==> src/rtl/dispense_sequencer.sv <==
// Candy dispense sequencer: one request runs flap open, auger stepping,
// agitator run and flap close, then waits for the Pi to drop its request.
module dispense_sequencer #(
  parameter int   STEP_HALF  = 3000,
  parameter int   SETTLE_CYC = 6000000,
  parameter int   DC_CYC     = 12000000,
  parameter int   STEPS_S    = 200,
  parameter int   STEPS_M    = 400,
  parameter int   STEPS_L    = 800,
  parameter logic STEP_DIR   = 1'b1
) (
  input  logic       clk,
  input  logic       rstn,
  input  logic       candy_flag,
  input  logic [1:0] amount,
  output logic       ack,
  output logic       busy,
  output logic       done,
  output logic       err,
  output logic       servo_open,
  output logic       step_out,
  output logic       step_dir,
  output logic       dc_en
);

  localparam int MAX_A     = (SETTLE_CYC > DC_CYC) ? SETTLE_CYC : DC_CYC;
  localparam int MAX_CNT   = (MAX_A > 2 * STEP_HALF) ? MAX_A : 2 * STEP_HALF;
  localparam int CNT_W     = $clog2(MAX_CNT + 1);
  localparam int MAX_SM    = (STEPS_S > STEPS_M) ? STEPS_S : STEPS_M;
  localparam int MAX_STEPS = (MAX_SM > STEPS_L) ? MAX_SM : STEPS_L;
  localparam int STP_W     = $clog2(MAX_STEPS + 1);

  localparam logic [CNT_W-1:0] SETTLE_LAST = CNT_W'(SETTLE_CYC - 1);
  localparam logic [CNT_W-1:0] DC_LAST     = CNT_W'(DC_CYC - 1);
  localparam logic [CNT_W-1:0] HALF_CNT    = CNT_W'(STEP_HALF);
  localparam logic [CNT_W-1:0] HALF_LAST   = CNT_W'(STEP_HALF - 1);
  localparam logic [CNT_W-1:0] PER_LAST    = CNT_W'(2 * STEP_HALF - 1);

  typedef enum logic [2:0] {
    S_IDLE, S_LATCH, S_OPEN, S_STEP, S_DC, S_CLOSE, S_WAIT_REL
  } state_t;

  state_t             r_state;
  state_t             w_next;
  logic [CNT_W-1:0]   r_cnt;
  logic [STP_W-1:0]   r_steps;
  logic [STP_W-1:0]   r_target;
  logic               r_ack;
  logic               r_flag_s1;
  logic               r_flag_s2;
  logic               r_flag_d;
  logic [1:0]         r_amt_s1;
  logic [1:0]         r_amt_s2;
  logic [1:0]         r_warm;
  logic               r_armed;
  logic               w_req;

  // Synchronize Pi inputs; arm edge detection only once the synced flag is
  // seen low after reset, so a flag held through reset cannot start a cycle.
  always_ff @(posedge clk or negedge rstn) begin
    if (!rstn) begin
      r_flag_s1 <= 1'b0;
      r_flag_s2 <= 1'b0;
      r_flag_d  <= 1'b0;
      r_amt_s1  <= 2'b00;
      r_amt_s2  <= 2'b00;
      r_warm    <= 2'd0;
      r_armed   <= 1'b0;
    end else begin
      r_flag_s1 <= candy_flag;
      r_flag_s2 <= r_flag_s1;
      r_flag_d  <= r_flag_s2;
      r_amt_s1  <= amount;
      r_amt_s2  <= r_amt_s1;
      if (r_warm != 2'd2) r_warm <= r_warm + 2'd1;
      if (r_warm == 2'd2 && !r_flag_s2) r_armed <= 1'b1;
    end
  end

  assign w_req = r_armed & r_flag_s2 & ~r_flag_d;

  // State register, phase counter, step counter, target and ack latch.
  always_ff @(posedge clk or negedge rstn) begin
    if (!rstn) begin
      r_state  <= S_IDLE;
      r_cnt    <= '0;
      r_steps  <= '0;
      r_target <= '0;
      r_ack    <= 1'b0;
    end else begin
      r_state <= w_next;
      if (w_next != r_state)
        r_cnt <= '0;
      else if (r_state == S_STEP && r_cnt == PER_LAST)
        r_cnt <= '0;
      else if (r_state == S_OPEN || r_state == S_STEP ||
               r_state == S_DC || r_state == S_CLOSE)
        r_cnt <= r_cnt + 1'b1;

      if (r_state != S_STEP)
        r_steps <= '0;
      else if (r_cnt == HALF_LAST)
        r_steps <= r_steps + 1'b1;

      if (r_state == S_LATCH) begin
        case (r_amt_s2)
          2'b00:   r_target <= STP_W'(STEPS_S);
          2'b01:   r_target <= STP_W'(STEPS_M);
          default: r_target <= STP_W'(STEPS_L);
        endcase
        r_ack <= (r_amt_s2 != 2'b11);
      end else if (w_next == S_IDLE) begin
        r_ack <= 1'b0;
      end
    end
  end

  // Next-state decode; every terminal compare is exact, counters never wrap.
  always_comb begin
    w_next = r_state;
    unique case (r_state)
      S_IDLE:     if (w_req) w_next = S_LATCH;
      S_LATCH:    w_next = (r_amt_s2 == 2'b11) ? S_WAIT_REL : S_OPEN;
      S_OPEN:     if (r_cnt == SETTLE_LAST) w_next = S_STEP;
      S_STEP:     if (r_cnt == PER_LAST && r_steps == r_target) w_next = S_DC;
      S_DC:       if (r_cnt == DC_LAST) w_next = S_CLOSE;
      S_CLOSE:    if (r_cnt == SETTLE_LAST) w_next = S_WAIT_REL;
      S_WAIT_REL: if (!r_flag_s2) w_next = S_IDLE;
      default:    w_next = S_IDLE;
    endcase
  end

  // Actuator and status outputs decoded from state so reset drops them at once.
  always_comb begin
    ack        = r_ack;
    busy       = 1'b0;
    done       = 1'b0;
    err        = 1'b0;
    servo_open = 1'b0;
    step_out   = 1'b0;
    step_dir   = 1'b0;
    dc_en      = 1'b0;
    unique case (r_state)
      S_LATCH: begin
        busy = 1'b1;
        err  = (r_amt_s2 == 2'b11);
      end
      S_OPEN: begin
        busy       = 1'b1;
        servo_open = 1'b1;
      end
      S_STEP: begin
        busy       = 1'b1;
        servo_open = 1'b1;
        step_dir   = STEP_DIR;
        step_out   = (r_cnt < HALF_CNT);
      end
      S_DC: begin
        busy       = 1'b1;
        servo_open = 1'b1;
        dc_en      = 1'b1;
      end
      S_CLOSE: begin
        busy = 1'b1;
        done = (r_cnt == SETTLE_LAST);
      end
      default: ;
    endcase
  end

endmodule

==> config.mk <==
export PLATFORM = sky130hd
export DESIGN_NAME = dispense_sequencer
export DESIGN_NICKNAME = d
export VERILOG_FILES = /design/src/rtl/dispense_sequencer.sv
export SDC_FILE = /design/constraint.sdc
export NUM_CORES = 1
export LEC_CHECK = 0
export ABC_AREA = 1
export CAP_MARGIN = 20
export CELL_PAD_IN_SITES_DETAIL_PLACEMENT = 1
export CELL_PAD_IN_SITES_GLOBAL_PLACEMENT = 1
export CORE_MARGIN = 4
export CORE_UTILIZATION = 40
export CTS_CLUSTER_DIAMETER = 60
export CTS_CLUSTER_SIZE = 16
export DETAILED_ROUTE_END_ITERATION = 10
export GPL_ROUTABILITY_DRIVEN = 0
export GPL_TIMING_DRIVEN = 0
export PLACE_DENSITY_LB_ADDON = 0.1
export SLEW_MARGIN = 20
export SYNTH_ARGS = -nofsm -noshare
export SYNTH_HDL_FRONTEND = slang
export SYNTH_SLANG_ARGS = --single-unit
==> constraint.sdc <==
create_clock -name clk -period 2.68 [get_ports clk]
set_input_delay 0.268 -clock clk [delete_from_list [all_inputs] [get_ports clk]]
set_output_delay 0.268 -clock clk [all_outputs]
set_load 0.01 [all_outputs]
==> impl_metrics.yaml <==
route:
  routed_wl_um: 8210
  met2_wirelength_um: 3810
  first_pass_iters: 4
  ant_nets: 0
  drc: 0
  wire_per_inst_um: 14.5
  num_vias: 2792
  top_layer_used: "met4"
  drt-vias-per-instance: 4.92
  wl_met1_um: 4210
  dr.first_iter.drc_count: 63
  wl_met3_um: 134
place:
  portBuffers: 12
  dpl_cell_area_mm2: 0.00366
  dp_hpwl_um: 6440
synth:
  syn-num-nets: 451
  synthSimpleGateAreaFrac_pct: 40.7
  synthAdderAreaFrac_pct: 1.47
  syn_area_mm2: 0.00341
  synth_edf_count: 0
  yosysSeqAreaShare_pct: 38.9
  synth_seq_cells: 53
  synth_flop_cell: "dfrtp_1"
  synth_top_family_by_area: "simple AND/OR/NAND/NOR gates"
  synthXorXnorAreaFrac_pct: 4.88
  synth.distinct_cells: 34
  async_reset_ff_share_pct: 100
  muxShareOfSynthArea_pct: 0.294
  syn_inst: 442
  avgSynthCellArea_um2: 7.71
  synth_compound_area_share_pct: 4.59
  yosysWarnings: 0
timing:
  fin_crit_sh_pct: 91.1
  finalCriticalPeriod_ps: 2440
  hold_viol: 20
  rsz0062_at_grt: "no"
  timing.fmax_mhz: 410
  setup_viol: 0
  fin_skew_ps: 12.4
  tightest_slew_ps: 681
  slew_violations: 0
  holdWs_ps: -21.3
  slew_headroom_pct: 54.6
final_layout:
  final_common_cell: "nand2_1"
  design_area_mm2: 0.00378
  nets: 470
  drive_gt1_share_pct: 18.2
  nFillCells: 1062
  antenna_cells: 0
  syn_to_final_growth_pct: 11.1
  final_cell_mix: "nand2_1, inv_1, nor2_1, dfrtp_1, nor2_4"
floorplanning:
  row_count: 33
  die_area_mm2: 0.0101
  fp.dieW_um: 100
  initial_core_util_pct: 41.3
  die_h_um: 100
  coreArea_mm2: 0.00826
  ios: 13
setup_path:
  crit_family: "buffers and inverters"
  crit_path_max_fanout: 10
  crit_path_end_kind: "output pin"
  crit_path_top_delay_cell: "clkdlybuf4s50_1"
  slowest_delay_ps: 570
  path_cells: "nand2_1 -> nor2_4 -> clkbuf_4 -> nand4_1 -> a21oi_1 -> clkdlybuf4s50_1"
  critPathArrivalTime_ps: 2170
  critPathBufInv: 2
  required_ps: 2410
  critical_path_class: "register to output pin"
  start_kind: "register"
clock_network:
  cts_tree: "built"
  clock_sinks: 53
  cts.reportedPaths.clkPinSlew_ps: 100
  htreeDepth: 2
  root_buffer: "clkbuf_8"
  numCtsBuffers: 5
  hold_buffers: 0
  clock_path_buffers: 2
  clk_latency_ps: 310
worst_hold_path:
  worstHoldPathType: "input port to async pin"
global_route:
  antenna_found_initial: 0
  grt_max_degree: 54
  gr-total-overflow: 0
  grt_pass1_wl_um: 14400
  grt.total_usage_pct: 17.9
  grt_pass1_vias: 2896
pwr:
  total_power_mw: 3.05
  leakage_nw: 1.65
  power_density_mw_per_mm2: 805
  ir_worst_vdd_uv: 1200
outcome:
  outcome: "finished with violations"
  violations: "hold timing"
job:
  maxCapViolCount: 0
[power breakdown]
| group | switching, mW | total, mW | internal [mW] |
|---|---|---|---|
| clock network | 0.278 | 0.558 | 0.280 |
| registers | 0.0905 | 0.983 | 0.893 |
| logic | 1.00 | 1.50 | 0.505 |
| total | 1.37 | 3.05 | 1.68 |
[through the flow]
| stage | instances | setup slack [ps] | TNS (ps) | hold slack [ps] | utilization, % |
|---|---|---|---|---|---|
| 2_1_floorplan | 442 | 909 | 0 | -27.6 | - |
| 3_3_place_gp | 559 | -455 | -23940 | 334 | 44.3 |
| 3_5_place_dp | 559 | 159 | 0 | 337 | 44.3 |
| 4_1_cts | 567 | 19.2 | 0 | 25.2 | 45.7 |
| 5_1_grt | 567 | 54.7 | 0 | 41.4 | 45.8 |
| 6_report | 567 | 239 | 0 | -21.3 | 45.8 |
[routing by layer]
metal / GRT usage, % / up-vias
li1: - / 1416
met1: 26.5 / 1352
met2: 27.9 / 20
met3: 2.57 / 4
met4: 3.73 / 0
met5: 0 / -
[final timing paths]
kind	from	endpoint	slack, ps	depth (start not counted)
setup / recovery	r_state[0]	step_out	240	6
hold / removal	rstn	r_cnt[21]	-20	1
setup reg to reg	r_steps[0]	r_cnt[17]	600	14
hold reg to reg	r_amt_s1[1]	r_amt_s2[1]	360	0
max in group asynchronous	rstn	r_state[1]	2200	1
min in group clk	r_amt_s1[1]	r_amt_s2[1]	360	0
[cells by family after synthesis]
kind of cell | Yosys count
xor+xnor | 19
compound gates | 29
simple gates | 263
mux | 1
flops | 53
buf+inv | 73
fa+ha+maj | 4
[worst reg2reg max path: cells and delay by family, from the launching register on]
family | cells | cell delay (ps)
fa+ha+maj | 1 | 160
flops | 1 | 420
buf+inv | 3 | 370
simple gates | 10 | 1010
[synth_stat cells (all sizes together) (3+ instances only)]
library cell,instances,area share (%)
a21oi,6,0.88
buf,6,1.8
dfrtp,53,39
ha,4,1.5
inv,66,7.3
nand2,113,14
nand3,29,4.8
nand4,12,2.4
nor2,90,17
nor3,14,2.2
nor4,3,0.55
o21ai,18,2.6
xnor2,3,0.77
xor2,16,4.1
[timing repair]
action / CTS / global route
setup endpoints to repair: 1 / 1
gates resized for setup: 2 / 3
buffers inserted: 0 / 0
endpoints found under the hold margin: 0 / 0
[state kept, by name, summed over array words and instances, names as in the netlist]
register   count
r_flag_d       1
ack            1
r_amt_s2       2
r_flag_s2      1
r_warm         2
r_cnt         24
r_flag_s1      1
r_amt_s1       2
r_state        3
r_steps       10
r_target       5
r_armed        1
[cell type report]
class / count / area [um^2] / area share [%]
Multi-Input combinational cell: 316 / 1780 / 47.0
Clock buffer: 5 / 68.8 / 1.82
Tap cell: 105 / 131 / 3.47
Clock inverter: 3 / 46.3 / 1.22
Timing Repair Buffer: 12 / 118 / 3.11
Sequential cell: 53 / 1330 / 35.1
Buffer: 7 / 67.6 / 1.79
Inverter: 66 / 248 / 6.55
Note: power is estimated with default switching activity, not from simulation.
